File: config.mk
export PLATFORM = sky130hd
export DESIGN_NAME = disp_ctrl_flat
export DESIGN_NICKNAME = d
export VERILOG_FILES = /design/src/rtl/disp_pkg.sv /design/src/rtl/disp_ctrl_if.sv /design/src/rtl/disp_ctrl_bin2bcd.sv /design/src/rtl/disp_ctrl.sv /design/src/flat_wrapper.sv
export SDC_FILE = /design/constraint.sdc
export NUM_CORES = 1
export LEC_CHECK = 0
export ABC_CLOCK_PERIOD_IN_PS = 6200
export CORE_ASPECT_RATIO = 1.75
export CORE_UTILIZATION = 25
export DETAILED_ROUTE_END_ITERATION = 8
export SLEW_MARGIN = 20
export SYNTH_ARGS = -nofsm -noshare
export SYNTH_HDL_FRONTEND = slang
export SYNTH_SLANG_ARGS = --single-unit
export TNS_END_PERCENT = 100
File: constraint.sdc
create_clock -name clk -period 6.2 [get_ports clk]
set_clock_uncertainty 0.2 [all_clocks]
set_input_delay 1.55 -clock clk [delete_from_list [all_inputs] [get_ports clk]]
set_output_delay 1.55 -clock clk [all_outputs]
set_load 0.01 [all_outputs]
File: src/rtl/disp_pkg.sv
// Shared types and helpers for the multi-channel seven-segment display controller.
package disp_pkg;

  typedef enum logic [2:0] {
    ST_IDLE,
    ST_LOAD,
    ST_SHIFT,
    ST_STORE,
    ST_DONE
  } state_t;

  // Active-low segment codes, bit 0 = segment a, bit 6 = segment g
  localparam logic [6:0] SEG_BLANK = 7'h7F;
  localparam logic [6:0] SEG_DASH  = 7'h3F;

  function automatic logic [6:0] seg_encode(input logic [3:0] val);
    logic [6:0] seg;
    case (val)
      4'h0:    seg = 7'h40;
      4'h1:    seg = 7'h79;
      4'h2:    seg = 7'h24;
      4'h3:    seg = 7'h30;
      4'h4:    seg = 7'h19;
      4'h5:    seg = 7'h12;
      4'h6:    seg = 7'h02;
      4'h7:    seg = 7'h78;
      4'h8:    seg = 7'h00;
      4'h9:    seg = 7'h10;
      4'hA:    seg = 7'h08;
      4'hB:    seg = 7'h03;
      4'hC:    seg = 7'h46;
      4'hD:    seg = 7'h21;
      4'hE:    seg = 7'h06;
      default: seg = 7'h0E;
    endcase
    return seg;
  endfunction

  // 10^n, used to decide whether a decimal value fits in the digit count
  function automatic logic [63:0] pow10(input int n);
    logic [63:0] r;
    r = 64'd1;
    for (int i = 0; i < n; i++) r = r * 64'd10;
    return r;
  endfunction

endpackage

File: src/rtl/disp_ctrl_if.sv
// Bus between the CPU-status side and the display controller.
interface disp_ctrl_if #(
  parameter int CHANNELS = 2,
  parameter int IN_WIDTH = 6,
  parameter int DIGITS   = 2
);
  logic [CHANNELS*IN_WIDTH-1:0] i_in;
  logic                         i_update;
  logic                         i_mode;
  logic                         i_blank_lz;
  logic                         o_busy;
  logic [CHANNELS-1:0]          o_overflow;
  logic [CHANNELS*DIGITS*7-1:0] o_hex;

  modport master (
    output i_in, i_update, i_mode, i_blank_lz,
    input  o_busy, o_overflow, o_hex
  );

  modport slave (
    input  i_in, i_update, i_mode, i_blank_lz,
    output o_busy, o_overflow, o_hex
  );
endinterface

File: src/rtl/disp_ctrl_bin2bcd.sv
// Sequential shift-and-add-3 binary to BCD converter, one input bit per cycle.
// Carries out of the top nibble are dropped, so the result is value mod 10^DIGITS.
module bin2bcd_seq #(
  parameter int IN_WIDTH = 6,
  parameter int DIGITS   = 2
) (
  input  logic                  clk,
  input  logic                  rst_n,
  input  logic                  i_start,
  input  logic [IN_WIDTH-1:0]   i_value,
  output logic                  o_done,
  output logic [4*DIGITS-1:0]   o_bcd
);
  localparam int CNT_W = $clog2(IN_WIDTH + 1);

  logic [IN_WIDTH-1:0]          r_shift;
  logic [4*DIGITS-1:0]          r_bcd;
  logic [CNT_W-1:0]             r_cnt;
  logic                         r_active;
  logic [4*DIGITS-1:0]          w_adj;
  logic [4*DIGITS+IN_WIDTH-1:0] w_cat;

  // Add 3 to every nibble that is 5 or more, then shift {bcd, shift} left by one
  always_comb begin
    w_adj = r_bcd;
    for (int n = 0; n < DIGITS; n++) begin
      if (r_bcd[4*n +: 4] >= 4'd5) w_adj[4*n +: 4] = r_bcd[4*n +: 4] + 4'd3;
    end
    w_cat = {w_adj[4*DIGITS-2:0], r_shift, 1'b0};
  end

  // Load on start, then shift one bit per cycle until the counter runs out
  always_ff @(posedge clk or negedge rst_n) begin
    if (!rst_n) begin
      r_shift  <= '0;
      r_bcd    <= '0;
      r_cnt    <= '0;
      r_active <= 1'b0;
    end else if (i_start) begin
      r_shift  <= i_value;
      r_bcd    <= '0;
      r_cnt    <= CNT_W'(IN_WIDTH);
      r_active <= 1'b1;
    end else if (r_active) begin
      r_bcd    <= w_cat[4*DIGITS+IN_WIDTH-1:IN_WIDTH];
      r_shift  <= w_cat[IN_WIDTH-1:0];
      r_cnt    <= r_cnt - CNT_W'(1);
      if (r_cnt == CNT_W'(1)) r_active <= 1'b0;
    end
  end

  // Done marks the cycle whose edge performs the final shift
  assign o_done = r_active && (r_cnt == CNT_W'(1));
  assign o_bcd  = r_bcd;

endmodule

File: src/rtl/disp_ctrl.sv
// Multi-channel seven-segment display controller: snapshots all channels on update,
// converts them one after another and publishes every digit in a single edge.
module disp_ctrl #(
  parameter int CHANNELS = 2,
  parameter int IN_WIDTH = 6,
  parameter int DIGITS   = 2
) (
  input  logic       clk,
  input  logic       rst_n,
  disp_ctrl_if.slave bus
);
  import disp_pkg::*;

  localparam int          HEX_W = CHANNELS * DIGITS * 7;
  localparam int          SEG_W = DIGITS * 7;
  localparam int          CH_W  = (CHANNELS > 1) ? $clog2(CHANNELS) : 1;
  localparam int          EXT_W = IN_WIDTH + 4 * DIGITS;
  localparam logic [63:0] POW10 = pow10(DIGITS);

  state_t                       r_state, w_next;
  logic [CH_W-1:0]              r_ch;
  logic [CHANNELS*IN_WIDTH-1:0] r_snap;
  logic                         r_mode, r_blank, r_busy;
  logic [HEX_W-1:0]             r_shadowHex, r_hex;
  logic [CHANNELS-1:0]          r_shadowOvf, r_ovf;
  logic                         w_capture, w_start, w_store, w_finish, w_lastCh;
  logic                         w_done, w_ovf, w_lead;
  logic [IN_WIDTH-1:0]          w_value;
  logic [EXT_W-1:0]             w_ext;
  logic [4*DIGITS-1:0]          w_bcd;
  logic [3:0]                   w_dig;
  logic [SEG_W-1:0]             w_segs;

  assign w_value  = r_snap[r_ch*IN_WIDTH +: IN_WIDTH];
  assign w_ext    = {{(4*DIGITS){1'b0}}, w_value};
  assign w_lastCh = (r_ch == CH_W'(CHANNELS - 1));

  bin2bcd_seq #(.IN_WIDTH(IN_WIDTH), .DIGITS(DIGITS)) u_bcd (
    .clk     (clk),
    .rst_n   (rst_n),
    .i_start (w_start),
    .i_value (w_value),
    .o_done  (w_done),
    .o_bcd   (w_bcd)
  );

  // State register
  always_ff @(posedge clk or negedge rst_n) begin
    if (!rst_n) r_state <= ST_IDLE;
    else        r_state <= w_next;
  end

  // Next-state and control strobes for capture, conversion, store and publish
  always_comb begin
    w_next    = r_state;
    w_capture = 1'b0;
    w_start   = 1'b0;
    w_store   = 1'b0;
    w_finish  = 1'b0;
    case (r_state)
      ST_IDLE: begin
        if (bus.i_update) begin
          w_capture = 1'b1;
          w_next    = ST_LOAD;
        end
      end
      ST_LOAD: begin
        if (r_mode) begin
          w_next = ST_STORE;
        end else begin
          w_start = 1'b1;
          w_next  = ST_SHIFT;
        end
      end
      ST_SHIFT: if (w_done) w_next = ST_STORE;
      ST_STORE: begin
        w_store = 1'b1;
        w_next  = w_lastCh ? ST_DONE : ST_LOAD;
      end
      ST_DONE: begin
        w_finish = 1'b1;
        w_next   = ST_IDLE;
      end
      default: w_next = ST_IDLE;
    endcase
  end

  // Overflow test and segment codes for the current channel, with leading-zero blanking
  always_comb begin
    w_ovf  = r_mode ? (|w_ext[EXT_W-1:4*DIGITS]) : (64'(w_value) >= POW10);
    w_lead = 1'b1;
    w_dig  = '0;
    w_segs = '0;
    for (int d = DIGITS - 1; d >= 0; d--) begin
      w_dig = r_mode ? w_ext[4*d +: 4] : w_bcd[4*d +: 4];
      if (w_ovf)
        w_segs[7*d +: 7] = SEG_DASH;
      else if (r_blank && w_lead && (d != 0) && (w_dig == 4'd0))
        w_segs[7*d +: 7] = SEG_BLANK;
      else
        w_segs[7*d +: 7] = seg_encode(w_dig);
      if (w_dig != 4'd0) w_lead = 1'b0;
    end
  end

  // Snapshot of inputs and channel sequencing
  always_ff @(posedge clk or negedge rst_n) begin
    if (!rst_n) begin
      r_snap  <= '0;
      r_mode  <= 1'b0;
      r_blank <= 1'b0;
      r_ch    <= '0;
    end else if (w_capture) begin
      r_snap  <= bus.i_in;
      r_mode  <= bus.i_mode;
      r_blank <= bus.i_blank_lz;
      r_ch    <= '0;
    end else if (w_store && !w_lastCh) begin
      r_ch    <= r_ch + CH_W'(1);
    end
  end

  // Shadow registers collect each channel's result until the whole set is ready
  always_ff @(posedge clk or negedge rst_n) begin
    if (!rst_n) begin
      r_shadowHex <= '1;
      r_shadowOvf <= '0;
    end else if (w_store) begin
      r_shadowHex[r_ch*SEG_W +: SEG_W] <= w_segs;
      r_shadowOvf[r_ch]                <= w_ovf;
    end
  end

  // Visible outputs change only when the full conversion is published
  always_ff @(posedge clk or negedge rst_n) begin
    if (!rst_n) begin
      r_hex  <= '1;
      r_ovf  <= '0;
      r_busy <= 1'b0;
    end else begin
      if (w_capture) r_busy <= 1'b1;
      if (w_finish) begin
        r_hex  <= r_shadowHex;
        r_ovf  <= r_shadowOvf;
        r_busy <= 1'b0;
      end
    end
  end

  assign bus.o_hex      = r_hex;
  assign bus.o_overflow = r_ovf;
  assign bus.o_busy     = r_busy;

endmodule

File: src/flat_wrapper.sv
// flat-port wrapper written by rule: the top's interface ports become plain ports
module disp_ctrl_flat import disp_pkg::*;
#(
  parameter int CHANNELS = 2,
  parameter int IN_WIDTH = 6,
  parameter int DIGITS   = 2
)
  (clk, rst_n, bus_i_in, bus_i_update, bus_i_mode, bus_i_blank_lz, bus_o_busy, bus_o_overflow, bus_o_hex);
  disp_ctrl_if #(.CHANNELS(CHANNELS), .IN_WIDTH(IN_WIDTH), .DIGITS(DIGITS)) bus_i ();
  input  logic clk;
  input  logic rst_n;
  input wire logic [$bits(bus_i.i_in)-1:0] bus_i_in;
  input wire logic [$bits(bus_i.i_update)-1:0] bus_i_update;
  input wire logic [$bits(bus_i.i_mode)-1:0] bus_i_mode;
  input wire logic [$bits(bus_i.i_blank_lz)-1:0] bus_i_blank_lz;
  output wire logic [$bits(bus_i.o_busy)-1:0] bus_o_busy;
  output wire logic [$bits(bus_i.o_overflow)-1:0] bus_o_overflow;
  output wire logic [$bits(bus_i.o_hex)-1:0] bus_o_hex;
  assign bus_i.i_in = bus_i_in;
  assign bus_i.i_update = bus_i_update;
  assign bus_i.i_mode = bus_i_mode;
  assign bus_i.i_blank_lz = bus_i_blank_lz;
  assign bus_o_busy = bus_i.o_busy;
  assign bus_o_overflow = bus_i.o_overflow;
  assign bus_o_hex = bus_i.o_hex;
  disp_ctrl #(.CHANNELS(CHANNELS), .IN_WIDTH(IN_WIDTH), .DIGITS(DIGITS)) u_core (.clk(clk), .rst_n(rst_n), .bus(bus_i));
endmodule
Yosys cells after proc, flatten, opt, wreduce, memory -nomap -nowiden
Memory sizes are Yosys's and may differ from the RTL's.
Index checks and enable logic that the tools add are counted.
Operators by class
  mux-type cells: 32
  equal/unequal tests: 7
  shift operators: 3
  $add $sub $neg: 5
  bitwise gates (word level): 2
  $lt $le $gt $ge: 4
  reduce and logical (&&, ||, !) cells: 11
  multiply operators: 2
Operators by type and width (count)
  5-bit negator with 34-bit output: 1
  14-bit by 34-bit variable shift with 28-bit output, first input constant: 1
  14-bit by 34-bit indexed part select with 28-bit output: 1
  28-bit bitwise mux: 1
  3-bit 2-to-1 mux: 6
  8-bit 2-to-1 mux: 2
  1-bit 2-to-1 mux: 15
  4-bit 2-to-1 mux: 3
  6-bit 2-to-1 mux: 2
  3-bit case mux with 4 select lines: 1
  12-bit by 5-bit indexed part select with 6-bit output: 1
  4-bit by 3-bit greater-or-equal comparator with 1-bit output, second input constant: 2
  7-bit 2-to-1 mux: 1
  3-bit by 1-bit equality test with 1-bit output, second input constant: 2
  3-bit by 2-bit equality test with 1-bit output, second input constant: 2
  2-bit nonzero test: 3
  4-bit by 2-bit adder with 4-bit output, second input constant: 1
  1-bit logical AND: 4
  4-bit zero test: 1
  1-bit by 3-bit multiplier with 4-bit output, second input constant: 1
  2-bit inequality test, second input constant: 2
  3-bit by 2-bit adder with 3-bit output, second input constant: 1
  3-bit equality test, second input constant: 1
  3-bit zero test: 1
  10 further kinds: 10
Word-level totals
  logic and storage cells: 82
  flip-flop bits (word level): 97
  bits in read-only memories: 224
  output and inout port bits: 31
  memories: 2
  input bits: 17
Memory list
  (no name shown): words 16, width 7, rd ports 1, clocked after memory_dff 0, write ports 0, line disp_pkg.sv:18  | case (val)
  (no name shown): words 16, width 7, rd ports 1, clocked after memory_dff 0, write ports 0, line disp_pkg.sv:18

Longest topological paths before layout
  word-level depth: 8
  gate-level depth with buffers: 11
  depth with buffers taken out: 10

Hierarchy
From an unflattened synthesis, not the netlist that was laid out.
Second synthesis, totals
  cells, all modules: 402
  area, all modules: 4727.0 um^2
By module, submodules not included
  disp_ctrl: seq. area each 2047.0 um^2, area each 3757.4 um^2, cells each 304, instances 1
  bin2bcd_seq: seq. area each 450.4 um^2, area each 969.7 um^2, cells each 98, instances 1

Least setup slack after synthesis
OpenSTA, ideal clock, no wires.
  kind: input-to-reg
  from: input port bus_i_update
  to: register u_core.r_blank
  arrival time: 2499 ps
  path buffers: 1
  required time: 5875 ps
  cell stages on the path: 4
  library setup time: 125 ps
  setup slack: 3376 ps
  cells stage by stage: nand3_1 nor2_1 buf_4 mux2_2
Between the ends
  longest elaborated chain between the ends: 2
Ends and longest elaborated chain
  start: declaration: line flat_wrapper.sv:13  | input wire logic [$bits(bus_i.i_update)-1:0] bus_i_update;
  1-bit 2-to-1 mux: line disp_ctrl.sv:62  | if (bus.i_update) begin
  1-bit 2-to-1 mux: line disp_ctrl.sv:60  | case (r_state)
  end signal: assignment: line disp_ctrl.sv:116  | r_blank <= bus.i_blank_lz;
  end: declaration: line disp_ctrl.sv:23  | logic r_mode, r_blank, r_busy;
No other way between the ends.
A chain may end at the register's enable or synchronous reset.

Worst setup path in the final report
  from: register u_core.r_hex[27], in the netlist u_core.bus.o_hex[27]
  to: output port bus_o_hex[27]
RTL lines
  start: declaration: line disp_ctrl.sv:24  | logic [HEX_W-1:0] r_shadowHex, r_hex;
  start signal: assignment: line disp_ctrl.sv:143  | r_hex <= r_shadowHex;
  end: declaration: line flat_wrapper.sv:18  | output wire logic [$bits(bus_i.o_hex)-1:0] bus_o_hex;
No word-level cell between the ends.

==> results.sh <==
export IMPL_cts_resized=0
export IMPL_viasPerCell=4.51
export IMPL_io_buffer_count=47
export IMPL_share_seq_of_total_power_pct=39.5
export IMPL_post_synth_instance_area_mm2=0.00466
export IMPL_routed_length_on_met1_um=3920
export IMPL_final_net_count=484
export IMPL_cts_tree="yes"
export IMPL_wl_met3_um=322
export IMPL_die_area_mm2=0.0192
export IMPL_synth_top_cells_by_area="sky130_fd_sc_hd__dfstp_2 (32%), sky130_fd_sc_hd__dfrtp_1 (22%), sky130_fd_sc_hd__mux2_2 (12%), sky130_fd_sc_hd__ha_1 (5.4%), sky130_fd_sc_hd__mux2i_1 (4.3%)"
export IMPL_synthFlopType="sky130_fd_sc_hd__dfstp_2"
export IMPL_period_minus_slack_ns=3.17
export IMPL_timing_critical_path_cells="clkdlybuf4s50_1"
export IMPL_remaining_drc_errors=0
export IMPL_detailroute_wirelength_met2_um=4960
export IMPL_route_vias_total=3097
export IMPL_setup_tns_final_ns=0
export IMPL_cts_buffer_depth=2
export IMPL_grt_setup_unrepaired="false"
export IMPL_clock_latency_ns=0.34
export IMPL_placedCellCount=670
export IMPL_power_density_mw_per_mm2=563
export IMPL_io_pins=48
export IMPL_core_rowCount=65
export IMPL_antenna_diode_count=0
export IMPL_antenna_left=0
export IMPL_maximum_number_of_pins_on_one_net_before_global_route_repair=60
export IMPL_grt_ovfl_total=0
export IMPL_post_layout_total_power_mw=3.18
export IMPL_dp_worst_setup_slack_ns=2.35
export IMPL_p_sw_mw=1.20
export IMPL_power_frac_comb_pct=43.5
export IMPL_clock_root_buffer="sky130_fd_sc_hd__clkbuf_16"
export IMPL_slew_headroom_pct=38.3
export IMPL_share_of_async_settable_or_async_resettable_flops_after_synthesis_pct=100
export IMPL_fraction_of_layout_cells_with_a_size_suffix_above_1_pct=29.9
export IMPL_initial_core_util_pct=25.7
export IMPL_setup_viol=0
export IMPL_synthCells=406
export IMPL_timing_critical_path_fanout_max=2
export IMPL_post_route_worst_setup_slack_ns=3.03
export IMPL_dieHeight_um=183
export IMPL_post_cts_setup_buffers=0
export IMPL_cp_num_buf_inv=1
export IMPL_avgRoutedWirePerCell_um=13.8
export IMPL_worst_slew_pin_transition_ns=0.926
export IMPL_syn_num_nets=443
export IMPL_timing_final_hold_violations=0
export IMPL_yosys_cell_types_count=46
export IMPL_detailedRoute_firstIterationViolations=138
export IMPL_fin_crit_sh_pct=51.2
export IMPL_grt_total_usage_pct=10.5
export IMPL_p_leak_nw=2.34
export IMPL_synth_sequential_area_ratio_pct=53.5
export IMPL_final_hpwl_from_detailed_placement_um=6930
export IMPL_worst_path_cell_with_the_longest_stage_delay="sky130_fd_sc_hd__dfstp_2"
export IMPL_swShare_pct=37.8
export IMPL_worst_endpoint_required_ns=4.45
export IMPL_drt_pass1_iter_count=4
export IMPL_outcome="finished clean"
export IMPL_ir_worst_vdd_mv=0.168
export IMPL_wire_length_of_the_first_global_routing_pass_um=16100
export IMPL_whs_ns=0.264
export IMPL_ctsHtreeMaxLevel=3
export IMPL_worst_path_dominant_cell_family="flip-flops"
export IMPL_hold_buffers=0
export IMPL_cp_slowest_stage_delay_ns=0.55
export IMPL_cap_viol_max_count=0
export IMPL_wirelength_um=9440
export IMPL_synth_top_cell_by_area="sky130_fd_sc_hd__dfstp_2"
export IMPL_initial_antenna_violation_count=0
export IMPL_criticalPathCategory="flip-flop to output port"
export IMPL_cp_data_arrival_time_ns=1.42
export IMPL_critPathCaptureType="output port"
export IMPL_yosysWarnings=0
export IMPL_internal_power_mw=1.98
export IMPL_cts_sinks=97
export IMPL_hold_path_class="flip-flop to flip-flop"
export IMPL_clock_power_share_pct=17.0
export IMPL_synth_top_cell_area_share_pct=31.5
export IMPL_place_congestion=0.861
export IMPL_final_instance_count_excl_fill=686
export IMPL_flow_area_growth_from_synthesis_pct=21.1
export IMPL_routed_top_layer="met4"
export IMPL_ys_seq_elements=97
export IMPL_synth_edff_count=0
export IMPL_design_core_area_mm2=0.0181
export IMPL_cts_buffers=9
export IMPL_first_global_vias=3214
export IMPL_dieWidth_um=105
export IMPL_worstSetupStartpointType="flip-flop"
export IMPL_timing_max_transition_violations_final=0
export IMPL_clkTransAtPathRegs_ns=0.07
export IMPL_max_clock_freq_mhz=315
export IMPL_synthesis_area_per_instance_um2=11.5
layout by cell type (no fill, tap or decap), drive strengths merged, types with 5 or more instances in the layout:
| cell type | synthesis | final |
|---|---|---|
| nor2b | 5 | 5 |
| mux2 | 54 | 54 |
| dfstp | 56 | 56 |
| ha | 20 | 20 |
| nand2 | 31 | 31 |
| o21ai | 30 | 30 |
| dfrtp | 41 | 41 |
| inv | 16 | 20 |
| clkbuf | 10 | 9 |
| mux2i | 21 | 21 |
| xnor2 | 5 | 5 |
| a21oi | 23 | 23 |
| clkdlybuf4s50 | 0 | 46 |
| nor2 | 34 | 34 |
| buf | 11 | 5 |
| nand3 | 6 | 6 |
kinds of logic (layout without fill, tap and decap cells):
group | Yosys count | count (layout) | share of synthesized area [%]
compound gates | 75 | 75 | 9.47
simple gates | 95 | 95 | 9.15
fa+ha+maj | 20 | 20 | 5.36
xor+xnor | 6 | 6 | 1.13
buf+inv | 38 | 84 | 3.49
flops | 97 | 97 | 53.5
mux | 75 | 75 | 17.9
power groups by stage:
stage / Sequential, mW / Clock (mW) / Combinational (mW)
5_1_grt: 1.31 / 0.579 / 1.55
3_5_place_dp: 1.28 / 0 / 1.39
4_1_cts: 1.27 / 0.559 / 1.40
3_3_place_gp: 1.26 / 0 / 1.33
6_report: 1.26 / 0.540 / 1.38
2_1_floorplan: 1.18 / 0 / 1.04
sequential cells by signal (all words and copies together) (netlist names):
| name | flops |
|---|---|
| u_core.r_mode | 1 |
| u_core.u_bcd.r_active | 1 |
| u_core.bus.o_overflow | 2 |
| u_core.r_shadowHex | 28 |
| u_core.r_snap | 12 |
| u_core.r_ch | 1 |
| u_core.bus.o_hex | 28 |
| u_core.r_shadowOvf | 2 |
| u_core.u_bcd.r_cnt | 3 |
| u_core.r_state | 3 |
| u_core.u_bcd.r_shift | 6 |
| u_core.r_blank | 1 |
| u_core.u_bcd.o_bcd | 8 |
| u_core.bus.o_busy | 1 |
worst paths after layout:
| check | startpoint | slack [ns] | cells past startpoint | end |
|---|---|---|---|---|
| setup / recovery | u_core.bus.o_hex[27]$_DFFE_PN1P_ | 3.03 | 1 | bus_o_hex[27] |
| setup reg to reg | u_core.r_ch$_DFFE_PN0P_ | 3.16 | 9 | u_core.r_shadowHex[26]$_DFFE_PN1P_ |
| min in group asynchronous | rst_n | 1.06 | 1 | u_core.r_snap[0]$_DFFE_PN0P_ |
| max in group asynchronous | rst_n | 3.71 | 2 | u_core.bus.o_hex[24]$_DFFE_PN1P_ |
| hold / removal | u_core.r_shadowHex[3]$_DFFE_PN1P_ | 0.26 | 2 | u_core.r_shadowHex[3]$_DFFE_PN1P_ |
| hold reg to reg | u_core.r_shadowHex[3]$_DFFE_PN1P_ | 0.26 | 2 | u_core.r_shadowHex[3]$_DFFE_PN1P_ |
through the flow:
stage,utilization [%],cell area [µm²]
3_3_place_gp,29.6,5360
4_1_cts,31.1,5650
3_5_place_dp,29.6,5360
2_1_floorplan,-,4660
6_report,31.2,5650
5_1_grt,31.2,5650
Yosys cell counts (2+ instances only):
master and n:
sky130_fd_sc_hd__ha_1 20, sky130_fd_sc_hd__buf_1 2, sky130_fd_sc_hd__nand3_1 6, sky130_fd_sc_hd__mux2i_1 20, sky130_fd_sc_hd__o22ai_1 2, sky130_fd_sc_hd__nor3b_1 2, sky130_fd_sc_hd__or3_1 3, sky130_fd_sc_hd__nor2b_1 5
sky130_fd_sc_hd__o21ai_1 2, sky130_fd_sc_hd__o21ai_0 28, sky130_fd_sc_hd__a211oi_1 3, sky130_fd_sc_hd__a31oi_1 3, sky130_fd_sc_hd__dfstp_2 56, sky130_fd_sc_hd__nand2_1 31, sky130_fd_sc_hd__nor3_1 3, sky130_fd_sc_hd__nand2b_1 2
sky130_fd_sc_hd__and2_1 3, sky130_fd_sc_hd__a221oi_1 3, sky130_fd_sc_hd__mux2_4 3, sky130_fd_sc_hd__a21oi_1 23, sky130_fd_sc_hd__clkbuf_1 10, sky130_fd_sc_hd__mux2_2 51, sky130_fd_sc_hd__buf_2 7, sky130_fd_sc_hd__and3_1 2
sky130_fd_sc_hd__o22a_1 2, sky130_fd_sc_hd__xnor2_1 5, sky130_fd_sc_hd__inv_1 16, sky130_fd_sc_hd__a311oi_1 2, sky130_fd_sc_hd__dfrtp_1 41, sky130_fd_sc_hd__nor2_1 34
per-layer routing:
layer  vias to the layer above  GRT usage [%]
met2                        77           18.7
li1                       1480              -
met1                      1518           11.8
met5                         -              0
met4                         0           4.56
met3                        22           2.36
area by class of cell:
cell class                 instances  area, µm²
tap                              234        293
sequential                        97       2500
clock buffer                       9        225
multi-input combinational        271       2010
clock inverter                     7       61.3
inverter                          17       63.8
fill                            1790      12500
timing repair buffer              51        498
worst reg2reg max path: stages, from the launching register on:
cell and delay (ns):
sky130_fd_sc_hd__dfrtp_1 0.69, sky130_fd_sc_hd__mux2i_1 0.37, sky130_fd_sc_hd__nor2_1 0.08, sky130_fd_sc_hd__a21oi_1 0.42, sky130_fd_sc_hd__inv_1 0.16, sky130_fd_sc_hd__ha_1 0.28
sky130_fd_sc_hd__a2bb2oi_1 0.13, sky130_fd_sc_hd__o21ai_0 0.12, sky130_fd_sc_hd__a311oi_1 0.36, sky130_fd_sc_hd__o21ai_0 0.13
Note: power is estimated with default switching activity, not from simulation.
